<file path="src/rtl/mem_arbiter.sv">
// Two-requester arbiter/sequencer for a single-port on-chip memory with configurable read latency.
// Define MEM_ARB_ROUND_ROBIN_EN for round-robin tie-breaking; otherwise port 0 has fixed priority.
module mem_arbiter #(
  parameter int ADDR_W     = 9,
  parameter int DATA_W     = 16,
  parameter int RD_LATENCY = 1
) (
  input  logic              clock,
  input  logic              reset_n,
  input  logic              r0_req,
  input  logic              r1_req,
  input  logic              r0_we,
  input  logic              r1_we,
  input  logic [ADDR_W-1:0] r0_addr,
  input  logic [ADDR_W-1:0] r1_addr,
  input  logic [DATA_W-1:0] r0_wdata,
  input  logic [DATA_W-1:0] r1_wdata,
  output logic              r0_gnt,
  output logic              r1_gnt,
  output logic              r0_rvalid,
  output logic              r1_rvalid,
  output logic [DATA_W-1:0] r0_rdata,
  output logic [DATA_W-1:0] r1_rdata,
  output logic [ADDR_W-1:0] mem_address,
  output logic [DATA_W-1:0] mem_data,
  output logic              mem_rden,
  output logic              mem_wren,
  input  logic [DATA_W-1:0] mem_q,
  output logic              busy
);

  typedef enum logic [1:0] {IDLE, ISSUE, WAIT, RESP} state_t;

  localparam int CNT_W = 2;

  state_t           state;
  logic             win;
  logic             lat_we;
  logic [CNT_W-1:0] wait_cnt;
  logic             sel;

`ifdef MEM_ARB_ROUND_ROBIN_EN
  logic last_win;
  // On a tie the port that did not win last time goes first.
  assign sel = (r0_req & r1_req) ? ~last_win : r1_req;
`else
  assign sel = ~r0_req;
`endif

  always_ff @(posedge clock) begin
    if (!reset_n) begin
      state       <= IDLE;
      win         <= 1'b0;
      lat_we      <= 1'b0;
      wait_cnt    <= '0;
      r0_gnt      <= 1'b0;
      r1_gnt      <= 1'b0;
      r0_rvalid   <= 1'b0;
      r1_rvalid   <= 1'b0;
      r0_rdata    <= '0;
      r1_rdata    <= '0;
      mem_address <= '0;
      mem_data    <= '0;
      mem_rden    <= 1'b0;
      mem_wren    <= 1'b0;
`ifdef MEM_ARB_ROUND_ROBIN_EN
      last_win    <= 1'b1;
`endif
    end else begin
      r0_gnt    <= 1'b0;
      r1_gnt    <= 1'b0;
      mem_rden  <= 1'b0;
      mem_wren  <= 1'b0;
      r0_rvalid <= 1'b0;
      r1_rvalid <= 1'b0;
      case (state)
        IDLE: begin
          if (r0_req || r1_req) begin
            win         <= sel;
            lat_we      <= sel ? r1_we : r0_we;
            mem_address <= sel ? r1_addr : r0_addr;
            mem_data    <= sel ? r1_wdata : r0_wdata;
            mem_wren    <= sel ? r1_we : r0_we;
            mem_rden    <= sel ? ~r1_we : ~r0_we;
            r0_gnt      <= ~sel;
            r1_gnt      <= sel;
`ifdef MEM_ARB_ROUND_ROBIN_EN
            last_win    <= sel;
`endif
            state       <= ISSUE;
          end
        end
        ISSUE: begin
          if (lat_we) begin
            state <= IDLE;
          end else if (RD_LATENCY == 1) begin
            state <= RESP;
          end else begin
            wait_cnt <= CNT_W'(RD_LATENCY - 1);
            state    <= WAIT;
          end
        end
        // Stay RD_LATENCY-1 cycles so RESP lines up with mem_q becoming valid.
        WAIT: begin
          if (wait_cnt == CNT_W'(1)) state <= RESP;
          else                        wait_cnt <= wait_cnt - CNT_W'(1);
        end
        RESP: begin
          if (win) begin
            r1_rdata  <= mem_q;
            r1_rvalid <= 1'b1;
          end else begin
            r0_rdata  <= mem_q;
            r0_rvalid <= 1'b1;
          end
          state <= IDLE;
        end
        default: state <= IDLE;
      endcase
    end
  end

  assign busy = (state != IDLE);

endmodule
</file>
<file path="config.mk">
export PLATFORM = sky130hd
export DESIGN_NAME = mem_arbiter
export DESIGN_NICKNAME = d
export VERILOG_FILES = /design/src/rtl/mem_arbiter.sv
export SDC_FILE = /design/constraint.sdc
export NUM_CORES = 1
export LEC_CHECK = 0
export CAP_MARGIN = 15
export CORE_UTILIZATION = 30
export DETAILED_ROUTE_END_ITERATION = 10
export HOLD_SLACK_MARGIN = 0.12
export PLACE_DENSITY = 0.66
export SLEW_MARGIN = 20
export SYNTH_ARGS = -nofsm -noshare
export SYNTH_HDL_FRONTEND = slang
export SYNTH_SLANG_ARGS = --single-unit
</file>
<file path="constraint.sdc">
create_clock -name clock -period 3.1 [get_ports clock]
set_input_delay 0.31 -clock clock [delete_from_list [all_inputs] [get_ports clock]]
set_output_delay 0.31 -clock clock [all_outputs]
set_load 0.01 [all_outputs]
</file>
==> results.cfg <==
[timing]
rsz0062_at_grt = false
fin_crit_ns = 2.05
fin_crit_sh = 0.660
relSlewSlack = 0.491
worst_pin_slew_ns = 0.761
setup-tns-final_ns = 0
finalSetupViolCount = 0
finClkSkew_ns = 0.0106
drv_slew = 0
whs_ns = 0.454
fmax_mhz = 489
hold_viol = 0

[logic_synthesis]
synthAdderAreaFrac = 0.00446
synth.area.mux_share = 0.100
syn_avg_cell_area_sq_um = 9.22
synth_fp_nets = 377
netlist_instances = 304
synth-seq-cells = 69
synth-xor-area-share = 0.00312
yosys.area_share.simple = 0.128
synth_compound_area_frac = 0.216
yosysWarnings = 0
synth_top_family_by_area = compound AO/OA/AOI/OAI gates
synth_top_area_cell = dfxtp_1
synth_top_area_frac = 0.493
synth_seq_area_share = 0.493
syn_area_sq_um = 2800
synthTopCellsByArea = dfxtp_1, a21oi_1, mux2i_1
synthDistinctLibCells = 27

[grt]
grt_usage = 0.170
overflow = 0
antenna_found_initial = 0
grt_pass1_vias = 2602
grt_max_degree = 40
grt_pass1_wl_um = 13100

[floorplanning]
fp.dieArea_sq_um = 9730
initial_core_util = 0.315
coreArea_sq_um = 8890
io_pins = 136
die_h_um = 98.7
die_w_um = 98.7
rows = 34

[worst_setup_path]
path_max_fanout = 11
r2r-start = state[1]$_SDFFE_PN0P_
ff2ff_setup_slack_ns = 1.27
critPathArrivalTime_ns = 1.74
start_kind = flop
cp-startpoint = state[1]$_SDFFE_PN0P_
path_class = flop to output pin
endpoint_kind = output pin
required_ns = 2.79

[route]
first_pass_iters = 4
avgRoutedWirePerCell_um = 14.7
vias = 2601
vias_per_cell = 4.82
post-route-drc-count = 0
wirelength_um = 7940
dr.first_iter.drc_count = 89
antenna_left = 0

[placement]
gp_congestion = 0.747
detailed_place_hpwl_um = 5550
numPortBuffers = 135
dp.cells = 524

[clocking]
clock_latency_ns = 0.35
post_cts_resized = 0
cts_hold_buf = 0
clock_sinks = 69
cts_tree = done
cts-buffers-inserted = 9
cts_root_buffer = clkbuf_8
cts.clk_slew.worst_paths_ns = 0.07
post-cts-setup-buffers = 0
clock_path_buffers = 2
htree_num_levels = 3

[cells_and_area]
antenna_cells = 0
post-route-util = 0.502
fin_cells = 540
nets = 500
synthToLayoutAreaGrowth_pct = 59.3
fill_cells = 813
drive_gt1_frac = 0.106

[pwr]
finalPower_mw = 2.58
p_leak_nw = 1.62
p_per_area_nw_per_um2 = 578
peakVddDrop_v = 0.000228

[min_path]
hp-start = r0_rdata[14]$_SDFFE_PN0P_
hp-class = flop to flop

[status]
outcome = finished clean

[job]
cap_violations = 0
## where the power goes
part           switching (mW)  internal, mW
clock                   0.346         0.638
combinational           0.265         0.311
sequential             0.0531         0.968
## layout make-up
class	instances	area [sq um]	area share
repair buffers	140	1400	0.313
flip-flops and latches	69	1380	0.309
multi-input cells	204	1270	0.284
clock buffers	10	138	0.0308
well taps	108	135	0.0303
clock inverters	6	134	0.0300
inverters	3	11.3	0.00252
## worst max-delay path, stage by stage (launching register included)
cell	delay (ns)
dfxtp_1	0.40
nor2_2	0.41
inv_2	0.08
clkdlybuf4s50_1	0.50
## cell usage in the layout (no fill, tap or decap), types with 4 or more instances in the layout
cell type / Yosys / routed
a211oi_1: 6 / 6
a211oi_2: 20 / 20
a21oi_1: 61 / 61
buf_4: 1 / 4
bufinv_16: 0 / 4
clkbuf_8: 0 / 10
clkdlybuf4s50_1: 0 / 134
dfxtp_1: 69 / 69
mux2i_1: 27 / 27
nand2_1: 64 / 64
nor2_1: 9 / 8
## final timing paths
kind | to | cells after the start
worst max register to register | mem_data[8]$_SDFFE_PN0P_ | 4
worst min-delay path | r0_rdata[14]$_SDFFE_PN0P_ | 2
worst min register to register | r0_rdata[14]$_SDFFE_PN0P_ | 2
worst max-delay path | busy | 3
## flip-flops by register name, indices dropped and copies added, names as in the netlist
| register | flops |
|---|---|
| r0_rvalid | 1 |
| r0_rdata | 16 |
| r1_rdata | 16 |
| wait_cnt | 2 |
| mem_data | 16 |
| win | 1 |
| r1_gnt | 1 |
| mem_address | 9 |
| r1_rvalid | 1 |
| mem_wren | 1 |
| lat_we | 1 |
| mem_rden | 1 |
| state | 2 |
| r0_gnt | 1 |
## through the flow
step | setup slack, ns | cell area [sq um]
2_1_floorplan | 1.82 | 2800
3_3_place_gp | 1.32 | 4190
5_1_grt | 0.968 | 4470
6_report | 1.05 | 4470
3_5_place_dp | 1.28 | 4190
4_1_cts | 1.03 | 4470
## synth_stat cells
cell type / instances
xnor2_1: 1
inv_1: 2
dfxtp_1: 69
nor3_1: 1
nor2b_1: 1
inv_2: 1
o21ai_1: 1
buf_1: 1
and2_1: 1
and3_1: 2
a211oi_1: 6
nand3_1: 2
a211oi_2: 20
mux2i_1: 27
clkbuf_1: 14
ha_1: 1
a21oi_1: 61
and3b_1: 1
buf_4: 1
nor3b_1: 2
nand2_1: 64
nand3b_1: 2
mux2_2: 1
buf_6: 3
nor2_1: 9
or2_1: 1
buf_2: 9
## layer usage
layer	up-vias	global-route usage	wire length [um]
met4	0	0.0873	240
met3	17	0.0426	366
met2	85	0.285	3910
met1	1209	0.201	3420
li1	1290	-	-
met5	-	0	0
## cell families (layout without fill, tap and decap cells)
family          Yosys count  after routing
compound gates           88             88
simple gates             86             86
flops                    69             69
buf+inv                  31            159
mux                      28             28
fa+ha+maj                 1              1
xor+xnor                  1              1
Power figures use the tool's default switching activity.
